==> src/rtl/imm_encoder_if.sv <==
// Request/response bundle for the RISC-V instruction encoder.
// slave = encoder side, master = producer/consumer side.
interface imm_encoder_if #(
    parameter int CNT_W = 8
);
    logic             in_valid_i;
    logic             in_ready_o;
    logic [6:0]       op_i;
    logic [4:0]       rd_i;
    logic [4:0]       rs1_i;
    logic [4:0]       rs2_i;
    logic [2:0]       funct3_i;
    logic [6:0]       funct7_i;
    logic [31:0]      imm_i;
    logic             out_valid_o;
    logic             out_ready_i;
    logic [31:0]      instr_o;
    logic             err_o;
    logic [CNT_W-1:0] err_count_o;

    modport slave (
        input  in_valid_i,
        input  op_i,
        input  rd_i,
        input  rs1_i,
        input  rs2_i,
        input  funct3_i,
        input  funct7_i,
        input  imm_i,
        input  out_ready_i,
        output in_ready_o,
        output out_valid_o,
        output instr_o,
        output err_o,
        output err_count_o
    );

    modport master (
        output in_valid_i,
        output op_i,
        output rd_i,
        output rs1_i,
        output rs2_i,
        output funct3_i,
        output funct7_i,
        output imm_i,
        output out_ready_i,
        input  in_ready_o,
        input  out_valid_o,
        input  instr_o,
        input  err_o,
        input  err_count_o
    );
endinterface

==> src/rtl/imm_encoder.sv <==
// Two-stage RISC-V instruction encoder: packs fields and immediate
// into a 32-bit word, flagging immediates the format cannot hold.
module imm_encoder #(
    parameter int CNT_W = 8
) (
    input  logic          clk,
    input  logic          reset,
    imm_encoder_if.slave  bus
);

    typedef enum logic [2:0] {
        FMT_R,
        FMT_I,
        FMT_U,
        FMT_S,
        FMT_B,
        FMT_J,
        FMT_X
    } fmt_e;

    localparam logic [6:0] OP_R     = 7'h33;
    localparam logic [6:0] OP_IMM   = 7'h13;
    localparam logic [6:0] OP_LOAD  = 7'h03;
    localparam logic [6:0] OP_JALR  = 7'h67;
    localparam logic [6:0] OP_LUI   = 7'h37;
    localparam logic [6:0] OP_STORE = 7'h23;
    localparam logic [6:0] OP_BR    = 7'h63;
    localparam logic [6:0] OP_JAL   = 7'h6F;

    logic        s1_valid_q;
    fmt_e        s1_fmt_q;
    logic        s1_err_q;
    logic [6:0]  s1_op_q;
    logic [4:0]  s1_rd_q;
    logic [4:0]  s1_rs1_q;
    logic [4:0]  s1_rs2_q;
    logic [2:0]  s1_f3_q;
    logic [6:0]  s1_f7_q;
    logic [31:0] s1_imm_q;

    logic             s2_valid_q;
    logic [31:0]      s2_instr_q;
    logic             s2_err_q;
    logic [CNT_W-1:0] cnt_q;
    logic [CNT_W-1:0] cnt_d;

    fmt_e        fmt_d;
    logic        err_d;
    logic [31:0] word_d;

    logic s2_adv;
    logic s1_adv;
    logic in_ready;
    logic out_xfer;

    // An immediate fits a signed field iff all bits above it match its sign.
    logic fit12;
    logic fit13;
    logic fit20;
    logic fit21;

    assign fit12 = (&bus.imm_i[31:11]) | ~(|bus.imm_i[31:11]);
    assign fit13 = (&bus.imm_i[31:12]) | ~(|bus.imm_i[31:12]);
    assign fit20 = (&bus.imm_i[31:19]) | ~(|bus.imm_i[31:19]);
    assign fit21 = (&bus.imm_i[31:20]) | ~(|bus.imm_i[31:20]);

    always_comb begin
        fmt_d = FMT_X;
        err_d = 1'b1;
        unique case (bus.op_i)
            OP_R: begin
                fmt_d = FMT_R;
                err_d = 1'b0;
            end
            OP_IMM, OP_LOAD, OP_JALR: begin
                fmt_d = FMT_I;
                err_d = ~fit12;
            end
            OP_LUI: begin
                fmt_d = FMT_U;
                err_d = ~fit20;
            end
            OP_STORE: begin
                fmt_d = FMT_S;
                err_d = ~fit12;
            end
            OP_BR: begin
                fmt_d = FMT_B;
                err_d = ~fit13 | bus.imm_i[0];
            end
            OP_JAL: begin
                fmt_d = FMT_J;
                err_d = ~fit21 | bus.imm_i[0];
            end
            default: begin
                fmt_d = FMT_X;
                err_d = 1'b1;
            end
        endcase
    end

    // Unsupported opcodes fall back to the R layout.
    always_comb begin
        word_d = {s1_f7_q, s1_rs2_q, s1_rs1_q,
                  s1_f3_q, s1_rd_q, s1_op_q};
        unique case (s1_fmt_q)
            FMT_I: word_d = {s1_imm_q[11:0], s1_rs1_q,
                             s1_f3_q, s1_rd_q, s1_op_q};
            FMT_U: word_d = {s1_imm_q[19:0], s1_rd_q, s1_op_q};
            FMT_S: word_d = {s1_imm_q[11:5], s1_rs2_q, s1_rs1_q,
                             s1_f3_q, s1_imm_q[4:0], s1_op_q};
            FMT_B: word_d = {s1_imm_q[12], s1_imm_q[10:5],
                             s1_rs2_q, s1_rs1_q, s1_f3_q,
                             s1_imm_q[4:1], s1_imm_q[11], s1_op_q};
            FMT_J: word_d = {s1_imm_q[20], s1_imm_q[10:1],
                             s1_imm_q[11], s1_imm_q[19:12],
                             s1_rd_q, s1_op_q};
            default: ;
        endcase
    end

    assign s2_adv   = ~s2_valid_q | bus.out_ready_i;
    assign s1_adv   = s2_adv;
    assign in_ready = ~s1_valid_q | s1_adv;
    assign out_xfer = s2_valid_q & bus.out_ready_i;

    always_comb begin
        cnt_d = cnt_q;
        if (out_xfer && s2_err_q && !(&cnt_q)) begin
            cnt_d = cnt_q + CNT_W'(1);
        end
    end

    always_ff @(posedge clk or negedge reset) begin
        if (!reset) begin
            s1_valid_q <= 1'b0;
            s1_fmt_q   <= FMT_R;
            s1_err_q   <= 1'b0;
            s1_op_q    <= '0;
            s1_rd_q    <= '0;
            s1_rs1_q   <= '0;
            s1_rs2_q   <= '0;
            s1_f3_q    <= '0;
            s1_f7_q    <= '0;
            s1_imm_q   <= '0;
        end else if (in_ready) begin
            s1_valid_q <= bus.in_valid_i;
            if (bus.in_valid_i) begin
                s1_fmt_q <= fmt_d;
                s1_err_q <= err_d;
                s1_op_q  <= bus.op_i;
                s1_rd_q  <= bus.rd_i;
                s1_rs1_q <= bus.rs1_i;
                s1_rs2_q <= bus.rs2_i;
                s1_f3_q  <= bus.funct3_i;
                s1_f7_q  <= bus.funct7_i;
                s1_imm_q <= bus.imm_i;
            end
        end
    end

    always_ff @(posedge clk or negedge reset) begin
        if (!reset) begin
            s2_valid_q <= 1'b0;
            s2_instr_q <= '0;
            s2_err_q   <= 1'b0;
            cnt_q      <= '0;
        end else begin
            cnt_q <= cnt_d;
            if (s1_adv) begin
                s2_valid_q <= s1_valid_q;
                if (s1_valid_q) begin
                    s2_instr_q <= word_d;
                    s2_err_q   <= s1_err_q;
                end
            end
        end
    end

    assign bus.in_ready_o  = in_ready;
    assign bus.out_valid_o = s2_valid_q;
    assign bus.instr_o     = s2_instr_q;
    assign bus.err_o       = s2_err_q;
    assign bus.err_count_o = cnt_q;

endmodule
==> src/flat_wrapper.sv <==
// flat-port wrapper written by rule: the top's interface ports become plain ports
module imm_encoder_flat 
#(
    parameter int CNT_W = 8
)
  (clk, reset, bus_in_valid_i, bus_op_i, bus_rd_i, bus_rs1_i, bus_rs2_i, bus_funct3_i, bus_funct7_i, bus_imm_i, bus_out_ready_i, bus_in_ready_o, bus_out_valid_o, bus_instr_o, bus_err_o, bus_err_count_o);
  imm_encoder_if #(.CNT_W(CNT_W)) bus_i ();
  input  logic clk;
  input  logic reset;
  input wire logic [$bits(bus_i.in_valid_i)-1:0] bus_in_valid_i;
  input wire logic [$bits(bus_i.op_i)-1:0] bus_op_i;
  input wire logic [$bits(bus_i.rd_i)-1:0] bus_rd_i;
  input wire logic [$bits(bus_i.rs1_i)-1:0] bus_rs1_i;
  input wire logic [$bits(bus_i.rs2_i)-1:0] bus_rs2_i;
  input wire logic [$bits(bus_i.funct3_i)-1:0] bus_funct3_i;
  input wire logic [$bits(bus_i.funct7_i)-1:0] bus_funct7_i;
  input wire logic [$bits(bus_i.imm_i)-1:0] bus_imm_i;
  input wire logic [$bits(bus_i.out_ready_i)-1:0] bus_out_ready_i;
  output wire logic [$bits(bus_i.in_ready_o)-1:0] bus_in_ready_o;
  output wire logic [$bits(bus_i.out_valid_o)-1:0] bus_out_valid_o;
  output wire logic [$bits(bus_i.instr_o)-1:0] bus_instr_o;
  output wire logic [$bits(bus_i.err_o)-1:0] bus_err_o;
  output wire logic [$bits(bus_i.err_count_o)-1:0] bus_err_count_o;
  assign bus_i.in_valid_i = bus_in_valid_i;
  assign bus_i.op_i = bus_op_i;
  assign bus_i.rd_i = bus_rd_i;
  assign bus_i.rs1_i = bus_rs1_i;
  assign bus_i.rs2_i = bus_rs2_i;
  assign bus_i.funct3_i = bus_funct3_i;
  assign bus_i.funct7_i = bus_funct7_i;
  assign bus_i.imm_i = bus_imm_i;
  assign bus_i.out_ready_i = bus_out_ready_i;
  assign bus_in_ready_o = bus_i.in_ready_o;
  assign bus_out_valid_o = bus_i.out_valid_o;
  assign bus_instr_o = bus_i.instr_o;
  assign bus_err_o = bus_i.err_o;
  assign bus_err_count_o = bus_i.err_count_o;
  imm_encoder #(.CNT_W(CNT_W)) u_core (.clk(clk), .reset(reset), .bus(bus_i));
endmodule
==> config.mk <==
export PLATFORM = sky130hd
export DESIGN_NAME = imm_encoder_flat
export DESIGN_NICKNAME = d
export VERILOG_FILES = /design/src/rtl/imm_encoder_if.sv /design/src/rtl/imm_encoder.sv /design/src/flat_wrapper.sv
export SDC_FILE = /design/constraint.sdc
export NUM_CORES = 1
export LEC_CHECK = 0
export CAP_MARGIN = 20
export CORE_MARGIN = 2
export CORE_UTILIZATION = 30
export DETAILED_ROUTE_END_ITERATION = 10
export PLACE_DENSITY = 0.59
export SETUP_SLACK_MARGIN = 0.1
export SKIP_CTS_REPAIR_TIMING = 1
export SLEW_MARGIN = 30
export SYNTH_ARGS = -nofsm -noshare
export SYNTH_HDL_FRONTEND = slang
export SYNTH_SLANG_ARGS = --single-unit
export TNS_END_PERCENT = 1
==> constraint.sdc <==
create_clock -name clk -period 3.52 [get_ports clk]
set_input_delay 0.704 -clock clk [delete_from_list [all_inputs] [get_ports clk]]
set_output_delay 0.704 -clock clk [all_outputs]
set_load 0.05 [all_outputs]
==> results by group, run 1 <==
Timing
  – Fmax: 0.347 GHz
  – Final TNS setup: 0 ns
  – Final worst-path cycle share: 0.819
  – Max-slew headroom: 0.481
  – Clock Skew: 0.00659 ns
  – Worst Tran Pin Value: 0.776 ns
  – Final Max Tran Viols: 0
  – Final setup fails: 0
  – Fin Hold WS: 0.323 ns
  – Final hold vios: 0
  – RSZ-0062 raised after global routing: false
  – Minimum clock period: 2.88 ns

Synthesis
  – Net Count, Synth: 571
  – Most frequent cell after synthesis: nand2_1
  – Average instance area after synthesis: 9.47 um^2
  – Post-synth top flop: dfrtp_1
  – Asr flop ratio synth: 1.00
  – Yosys warns: 0
  – Most common library cells after synthesis: nand2_1, dfrtp_1, o21ai_0, mux2_2, nor2_1
  – Netlist cell types: 47
  – Syn Inst Count: 502
  – Cell taking the most area after synthesis: dfrtp_1
  – Mapped Area: 4750 um^2
  – Post-synth top area share: 0.526
  – Sequential-to-total area share from yosys stat: 0.526
  – Ranking of synthesized cells by area: dfrtp_1, nand2_1, mux2_2
  – Number of flops mapped to enable cells by yosys: 0
  – Flops & latches, synth: 100

Pwr
  – Pint: 2.41 mW
  – Power per cell area: 615 nW/um^2
  – Power, Total: 3.89 mW
  – Net Switching: 1.48 mW
  – Switching Share: 0.381
  – Leakage: 2.65 nW
  – Max VDD drop: 0.534 mV
  – Comb power frac: 0.351
  – Register share of total power: 0.407
  – Clock power frac: 0.241

Drt
  – WL per Instance: 15.3 um
  – Remaining antenna violation count: 0
  – DRC: 0
  – Vias: 4039
  – Final wirelength: 12.5 mm
  – Initial DRC Count: 241
  – Initial DRT Pass Iterations: 5
  – Vias per inst: 4.94

Setup path
  – CP top delay family: buffers and inverters
  – Slowest stage delay, CP: 0.82 ns
  – Req. time, crit path: 2.82 ns
  – Crit path buf inv count: 2
  – Worst R2R Start: u_core.s1_fmt_q[2]$_DFFE_PN0P_
  – FF-to-FF path depth: 4
  – Type of origin of the critical path: primary input
  – CP Capture Type: output port
  – Slowest cell on the critical path: clkdlybuf4s50_1
  – Crit path cell chain: clkdlybuf4s50_1 > nand3b_1 > clkdlybuf4s50_1
  – R2R setup slack: 1.27 ns
  – Worst-path maximum fanout: 4
  – CP Class: primary input to output port
  – Crit path top cell by count: clkdlybuf4s50_1
  – FF-to-FF End: u_core.bus.instr_o[31]$_DFFE_PN0P_
  – Critical Path AT: 2.18 ns

Placed design
  – IO Port Bufs: 110
  – GP Congestion: 0.877
  – DP HPWL: 9.29 mm

Layout
  – Diodes inserted: 0
  – Layout cells sized above 1: 0.0947
  – Synthesis-to-layout area growth: 32.9%
  – Register area: 2500 um^2
  – Total Nets Final: 666
  – Fillers: 1557
  – Area of the multi-input gates: 2100 um^2
  – Final Core Density: 0.402

Flow run
  – Max Cap Viol: 0

Global routing
  – Vias in the first global route: 3827
  – Total grt overflow: 0
  – First-pass GRT wire length: 20.1 mm
  – Tot GR Track Use: 0.155
  – Antenna violations before repair: 0
  – Largest net degree at the start of global routing: 71

Die
  – Number of core rows: 46
  – Initial Util: 0.303
  – Die Width: 130 um
  – IO Count: 111
  – Chip height: 130 um
  – Core ar.: 15700 um^2
  – Die Area: 16900 um^2

Clocking
  – Clock-pin slew on the worst setup and hold paths: 0.07 ns
  – Root buffer cell: clkbuf_16
  – Num Clock Sinks: 100
  – Clk_lat worst skew: 0.35 ns
  – # H-tree levels: 3
  – CTS buffer count: 9
  – Longest Clk Path Bufs: 2
  – Clock tree from TritonCTS: done

Hold path
  – HP Class: primary input to async pin

Status
  – Status: finished, final reports clean
==> layout make-up <==
type                       count  share of cell area
clock buffer                  12              0.0406
clock inverter                 4             0.00376
inverter                       3             0.00178
multi-input combinational    367               0.332
sequential                   100               0.396
tap                          216              0.0428
timing repair buffer         116               0.184
==> routing by layer <==
metal / up-vias / share of wire / GRT usage
met3: 21 / 0.076 / 0.0431
met4: 0 / 0.020 / 0.0576
met1: 1906 / 0.46 / 0.213
met2: 145 / 0.45 / 0.234
met5: - / 0 / 0
li1: 1967 / - / -
==> cells by family after synthesis <==
logic type | after synthesis | synth area share
simple gates | 211 | 0.192
compound gates | 111 | 0.148
flops | 100 | 0.526
mux | 37 | 0.0858
buf+inv | 35 | 0.0332
xor+xnor | 7 | 0.0129
fa+ha+maj | 1 | 0.00263
==> how the worst max path moves through the flow <==
stage	startpoint	to	slack, ns	depth (start not counted)
2_1_floorplan	bus_out_ready_i	u_core.s1_err_q$_DFFE_PN0P_	1.24	6
3_3_place_gp	bus_out_ready_i	bus_in_ready_o	0.65	3
3_5_place_dp	bus_out_ready_i	bus_in_ready_o	0.64	3
4_1_cts	bus_out_ready_i	bus_in_ready_o	0.63	3
5_1_grt	bus_out_ready_i	bus_in_ready_o	0.58	3
6_report	bus_out_ready_i	bus_in_ready_o	0.64	3
==> power groups by stage <==
stage | combinational, mW | sequential [mW] | clock (mW)
after floorplan | 0.439 | 2.00 | 0
after global placement | 1.35 | 1.59 | 0
after detailed placement | 1.37 | 1.60 | 0
after CTS | 1.38 | 1.58 | 0.971
after global routing | 1.46 | 1.62 | 1.02
final | 1.37 | 1.58 | 0.939
==> placed cells by master (no fill, tap or decap), types with 3 or more instances in the layout <==
master,instances
clkbuf_16,9
and3_1,3
nand3b_1,3
or4_1,4
clkdlybuf4s50_1,109
buf_4,5
nand4_1,11
a31oi_1,7
dfrtp_1,100
nand2b_1,3
nor3_1,7
nor4_1,3
nand2_1,149
a21oi_1,5
nor2b_1,4
nor2_1,16
xnor2_1,6
nand3_1,3
clkinv_2,3
o22ai_1,13
o21ai_0,50
mux2i_1,7
a22oi_1,14
mux2_2,30
o221ai_1,7
==> flip-flops by register name, indices dropped and copies added, names as in the netlist, 5 cells and up <==
| name | count |
|---|---|
| u_core.bus.err_count_o | 8 |
| u_core.bus.instr_o | 32 |
| u_core.s1_f7_q | 7 |
| u_core.s1_imm_q | 21 |
| u_core.s1_op_q | 7 |
| u_core.s1_rd_q | 5 |
| u_core.s1_rs1_q | 5 |
| u_core.s1_rs2_q | 5 |
==> stage by stage <==
| step | area [um^2] | instances | setup WS, ns |
|---|---|---|---|
| floorplan | 4750 | 502 | 1.24 |
| global placement | 6040 | 802 | 0.650 |
| detailed placement | 6040 | 802 | 0.643 |
| CTS | 6320 | 818 | 0.634 |
| global route | 6320 | 818 | 0.582 |
| finish | 6320 | 818 | 0.636 |
No activity file was read; power rests on OpenSTA's default activity.
==> run 2, diff against run 1 <==
Settings changed: PLACE_DENSITY 0.59 to 0.61.
Clock period 3.52 ns to 2.6 ns, I/O delays scaled along.
==> results by group, run 2 (synthesis gave the netlist of run 1 again) <==
Setup path
  – Slowest cell on the critical path: clkdlybuf4s50_1 (unchanged)
  – CP Capture Type: output port (unchanged)
  – Worst-path maximum fanout: 4 (unchanged)
  – Crit path buf inv count: 1 (was 2)
  – Slowest stage delay, CP: 0.84 ns (was 0.82 ns)
  – CP Class: flip-flop to output port (was primary input to output port)
  – Type of origin of the critical path: flip-flop (was primary input)
  – Critical Path AT: 1.63 ns (was 2.18 ns)
  – CP top delay family: buffers and inverters (unchanged)
  – Crit path cell chain: clkdlybuf4s50_1 (was clkdlybuf4s50_1 > nand3b_1 > clkdlybuf4s50_1)
  – Req. time, crit path: 2.08 ns (was 2.82 ns)

Layout
  – Diodes inserted: 0 (unchanged)
  – Leading cell type in the layout, fill and taps excluded: nand2_1 (unchanged)
  – Commonest cells after routing, fill and taps aside: nand2_1, clkdlybuf4s50_1, dfrtp_1 (unchanged)
  – Largest register FFs: 32 (unchanged)
  – Fillers: 1549 (was 1557)
  – Post-layout instance area: 6430 um^2 (was 6320 um^2)
  – Layout cells sized above 1: 0.101 (was 0.0947)
  – Total Nets Final: 670 (was 666)
  – Synthesis-to-layout area growth: 35.3% (was 32.9%)

Drt
  – WL per Instance: 15.3 um (about the same)
  – Vias per inst: 4.90 (was 4.94)
  – Vias: 4028 (was 4039)
  – Highest metal used: met4 (unchanged)
  – DRC: 0 (unchanged)
  – Initial DRT Pass Iterations: 5 (unchanged)
  – Remaining antenna violation count: 0 (unchanged)
  – Final wirelength: 12.6 mm (was 12.5 mm)
  – Met1 WL: 5.71 mm (was 5.75 mm)
  – Met3 WL: 1.00 mm (was 949 um)
  – Initial DRC Count: 156 (was 241)
  – Met2 wire length: 5.72 mm (was 5.59 mm)

Pwr
  – Power, Total: 5.51 mW (was 3.89 mW)
  – Max VDD drop: 0.928 mV (was 0.534 mV)
  – Leakage: 2.70 nW (was 2.65 nW)
  – Power per cell area: 856 nW/um^2 (was 615 nW/um^2)

Timing
  – Worst Tran Pin Value: 0.788 ns (was 0.776 ns)
  – Max-slew headroom: 0.473 (was 0.481)
  – Fin Hold WS: 0.190 ns (was 0.323 ns)
  – Final setup fails: 0 (unchanged)
  – Final Max Tran Viols: 0 (unchanged)
  – Clock Skew: 0.00687 ns (was 0.00659 ns)
  – Final TNS setup: 0 ns (unchanged)
  – Fmax: 0.465 GHz
  – Final worst-path cycle share: 0.828
  – Minimum clock period: 2.15 ns
  – Final worst slack: 0.448 ns (was 0.636 ns)
  – Final hold vios: 0 (unchanged)
  – RSZ-0062 raised after global routing: false (unchanged)

Global routing
  – Antenna violations before repair: 0 (unchanged)
  – Total grt overflow: 0 (unchanged)
  – Largest net degree at the start of global routing: 51 (was 71)
  – Tot GR Track Use: 0.157 (was 0.155)
  – First-pass GRT wire length: 20.7 mm (was 20.1 mm)
  – Vias in the first global route: 4015 (was 3827)

Clocking
  – # H-tree levels: 3 (unchanged)
  – Clk_lat worst skew: 0.35 ns (about the same)
  – CTS buffer count: 9 (unchanged)
  – Root buffer cell: clkbuf_16 (unchanged)
  – Clock tree from TritonCTS: done (unchanged)
  – Longest Clk Path Bufs: 2 (unchanged)
  – Clock-pin slew on the worst setup and hold paths: 0.06 ns (was 0.07 ns)
  – Num Clock Sinks: 100 (unchanged)

Status
  – Status: finished, final reports clean (unchanged)

Hold path
  – HP Class: primary input to async pin (unchanged)

Placed design
  – Dpl ws: 0.328 ns (was 0.643 ns)
  – DP HPWL: 9.46 mm (was 9.29 mm)
  – Placed Area: 6100 um^2 (was 6040 um^2)
  – IO Port Bufs: 110 (unchanged)
  – GP Congestion: 0.866 (was 0.877)

Die
  – Number of core rows: 46 (unchanged)
  – Initial Util: 0.303 (unchanged)
  – Core ar.: 15700 um^2 (unchanged)
  – IO Count: 111 (unchanged)
  – Die Width: 130 um (unchanged)
  – Chip height: 130 um (unchanged)
  – Die Area: 16900 um^2 (unchanged)

Flow run
  – Max Cap Viol: 0 (unchanged)
## run 2: changes by cell type in the layout (fill, tap and decap cells not counted), sizes merged
| cell | change |
|---|---|
| clkbuf | -1 |
| buf | +5 |
| clkdlybuf4s50 | -1 |
| clkinv | -2 |
| bufinv | +3 |
## run 2: path summary, 6_finish.rpt
path,cells past startpoint,from,slack [ns],end
worst max-delay path,1,u_core.bus.err_count_o[6]$_DFFE_PN0P_,0.45,bus_err_count_o[6]
worst min-delay path,1,reset,0.19,u_core.bus.err_count_o[1]$_DFFE_PN0P_
worst max register to register,6,u_core.s1_fmt_q[2]$_DFFE_PN0P_,0.57,u_core.bus.instr_o[13]$_DFFE_PN0P_
worst min register to register,2,u_core.bus.instr_o[15]$_DFFE_PN0P_,0.48,u_core.bus.instr_o[15]$_DFFE_PN0P_
max in group asynchronous,2,reset,1.72,u_core.bus.instr_o[17]$_DFFE_PN0P_
min in group clk,2,u_core.bus.instr_o[15]$_DFFE_PN0P_,0.48,u_core.bus.instr_o[15]$_DFFE_PN0P_
## run 2: power breakdown
part           internal (mW)  switching (mW)  leakage [nW]
Clock                  0.937           0.557         0.163
Sequential              1.86           0.281          1.22
Combinational          0.720            1.16          1.32
## run 2: metrics by stage
stage,util,instances
after floorplan,-,502
after global placement,0.388,806
after detailed placement,0.388,806
after CTS,0.409,822
after global routing,0.409,822
final,0.409,822
## run 2: routing by layer
metal  up-vias  track usage
li1       1968            -
met1      1905        0.210
met2       145        0.246
met3        10       0.0496
met4         0       0.0417
met5         -            0
## run 2: area by class of cell
class | count | area [um^2] | share of cell area
inverter | 3 | 11.3 | 0.00175
tap | 216 | 270 | 0.0420
clock buffer | 11 | 233 | 0.0362
timing repair buffer | 120 | 1220 | 0.190
sequential | 100 | 2500 | 0.389
multi-input combinational | 367 | 2100 | 0.326
clock inverter | 5 | 100 | 0.0156
==> run 3, diff against run 2 <==
Clock period 2.6 ns to 1.8 ns, I/O delays scaled along.
==> results by group, run 3 (synthesis gave the netlist of run 1 again) <==
Status
  – Status: finished, final reports clean (unchanged)

Layout
  – Filler-free cell count of the finished design: 854 (was 822)
  – Leading cell type in the layout, fill and taps excluded: nand2_1 (unchanged)
  – Final Core Density: 0.421 (was 0.409)
  – Total Nets Final: 703 (was 670)
  – Diodes inserted: 0 (unchanged)
  – Commonest cells after routing, fill and taps aside: nand2_1, dfrtp_1, buf_4 (was nand2_1, clkdlybuf4s50_1, dfrtp_1)
  – Layout cells sized above 1: 0.216 (was 0.101)
  – Largest register FFs: 32 (unchanged)
  – Synthesis-to-layout area growth: 39.0% (was 35.3%)
  – Post-layout instance area: 6610 um^2 (was 6430 um^2)

Setup path
  – Critical Path AT: 1.96 ns (was 1.63 ns)
  – Slowest stage delay, CP: 0.60 ns (was 0.84 ns)
  – Req. time, crit path: 2.02 ns (was 2.08 ns)
  – Slowest cell on the critical path: or4_1 (was clkdlybuf4s50_1)
  – CP Class: primary input to flip-flop (was flip-flop to output port)
  – Type of origin of the critical path: primary input (was flip-flop)
  – Crit path cell chain: clkdlybuf4s50_1 > or4_1 > nor4_2 > o21ai_1 > o211ai_1 > nand4_1 (was clkdlybuf4s50_1)
  – Worst-path maximum fanout: 2 (was 4)
  – CP Capture Type: flip-flop (was output port)

Pwr
  – Pint: 4.82 mW (was 3.52 mW)
  – Clock power frac: 0.246 (was 0.271)
  – Max VDD drop: 1.06 mV (was 0.928 mV)
  – Comb power frac: 0.355 (was 0.340)
  – Leakage: 2.91 nW (was 2.70 nW)
  – Power, Total: 7.72 mW (was 5.51 mW)
  – Power per cell area: 1170 nW/um^2 (was 856 nW/um^2)
  – Switching Share: 0.376 (was 0.362)
  – Net Switching: 2.90 mW (was 1.99 mW)
  – Register share of total power: 0.399 (was 0.388)

Global routing
  – Tot GR Track Use: 0.161 (was 0.157)
  – Vias in the first global route: 4264 (was 4015)
  – Total grt overflow: 0 (unchanged)
  – First-pass GRT wire length: 21.2 mm (was 20.7 mm)
  – Antenna violations before repair: 0 (unchanged)
  – Largest net degree at the start of global routing: 43 (was 51)

Clocking
  – Clock-pin slew on the worst setup and hold paths: 0.06 ns (about the same)
  – Num Clock Sinks: 100 (unchanged)
  – CTS buffer count: 9 (unchanged)
  – Root buffer cell: clkbuf_16 (unchanged)
  – Longest Clk Path Bufs: 2 (unchanged)
  – Clk_lat worst skew: 0.34 ns (was 0.35 ns)
  – Clock tree from TritonCTS: done (unchanged)
  – # H-tree levels: 3 (unchanged)

Drt
  – Remaining antenna violation count: 0 (unchanged)
  – Met2 wire length: 6.07 mm (was 5.72 mm)
  – Initial DRC Count: 182 (was 156)
  – WL per Instance: 15.3 um (about the same)
  – Initial DRT Pass Iterations: 5 (unchanged)
  – Vias: 4215 (was 4028)
  – DRC: 0 (unchanged)
  – Highest metal used: met4 (unchanged)
  – Final wirelength: 13.1 mm (was 12.6 mm)
  – Met3 WL: 778 um (was 1.00 mm)
  – Met1 WL: 5.98 mm (was 5.71 mm)
  – Vias per inst: 4.94 (was 4.90)

Timing
  – Final Max Tran Viols: 0 (unchanged)
  – Worst Tran Pin Value: 0.572 ns (was 0.788 ns)
  – Final worst-path cycle share: 0.969
  – Clock Skew: 0.00434 ns (was 0.00687 ns)
  – Final hold vios: 0 (unchanged)
  – RSZ-0062 raised after global routing: true (was false)
  – Final setup fails: 0 (unchanged)
  – Fin Hold WS: 0.481 ns (was 0.190 ns)
  – Minimum clock period: 1.74 ns
  – Fmax: 0.573 GHz
  – Max-slew headroom: 0.614 (was 0.473)

Placed design
  – GP Congestion: 0.837 (was 0.866)
  – Inst Count DP: 838 (was 806)
  – IO Port Bufs: 110 (unchanged)
  – DP HPWL: 10.0 mm (was 9.46 mm)
  – Placed Area: 6300 um^2 (was 6100 um^2)

Die
  – Die Width: 130 um (unchanged)
  – Chip height: 130 um (unchanged)
  – Core ar.: 15700 um^2 (unchanged)
  – Initial Util: 0.303 (unchanged)
  – Die Area: 16900 um^2 (unchanged)
  – Number of core rows: 46 (unchanged)
  – IO Count: 111 (unchanged)

Hold path
  – HP Class: primary input to async pin (unchanged)

Flow run
  – Max Cap Viol: 0 (unchanged)
## run 3: power by group through the flow
stage                     combinational, mW  clock (mW)  sequential, mW
after floorplan                       0.864           0            3.92
after global placement                 2.70           0            3.11
after detailed placement               2.76           0            3.12
after CTS                              2.76        1.96            3.09
after global routing                   2.95        2.07            3.15
final                                  2.74        1.90            3.08
## run 3: per-layer routing
layer  GRT usage  up-vias
met2       0.254      137
met1       0.218     2020
li1            -     2037
met4      0.0664        0
met5           0        -
met3      0.0324       21
## run 3: worst max-delay path: cells and delay by family
family,cells,cell delay (ns)
buffers and inverters,1,0.42
AND/OR/NAND/NOR,3,0.98
AO/OA/AOI/OAI,2,0.20
## run 3: area by class of cell
cell class / count / area, um^2
inverters: 3 / 11.3
multi-input cells: 367 / 2110
flip-flops and latches: 100 / 2500
clock buffers: 13 / 250
clock inverters: 2 / 35.0
well taps: 216 / 270
repair buffers: 153 / 1430
fillers: 1537 / 9100
## run 3: through the flow
stage | setup TNS, ns | worst slack [ns]
after floorplan | -7.91 | -0.169
after global placement | -0.418 | -0.242
after detailed placement | -0.515 | -0.260
after CTS | 0 | 0.0961
after global routing | 0 | 0.0208
final | 0 | 0.0552
## run 3: worst paths after layout
kind / to / slack, ns / start / cells after the start
min in group clk: u_core.s1_rd_q[4]$_DFFE_PN0P_ / 0.48 / u_core.s1_rd_q[4]$_DFFE_PN0P_ / 2
max in group asynchronous: u_core.bus.instr_o[20]$_DFFE_PN0P_ / 0.76 / reset / 3
min reg2reg: u_core.s1_rd_q[4]$_DFFE_PN0P_ / 0.48 / u_core.s1_rd_q[4]$_DFFE_PN0P_ / 2
max: u_core.s1_err_q$_DFFE_PN0P_ / 0.06 / bus_imm_i[23] / 6
max reg2reg: u_core.bus.err_count_o[1]$_DFFE_PN0P_ / 0.15 / u_core.bus.err_count_o[0]$_DFFE_PN0P_ / 4
min: u_core.bus.err_count_o[0]$_DFFE_PN0P_ / 0.48 / reset / 2
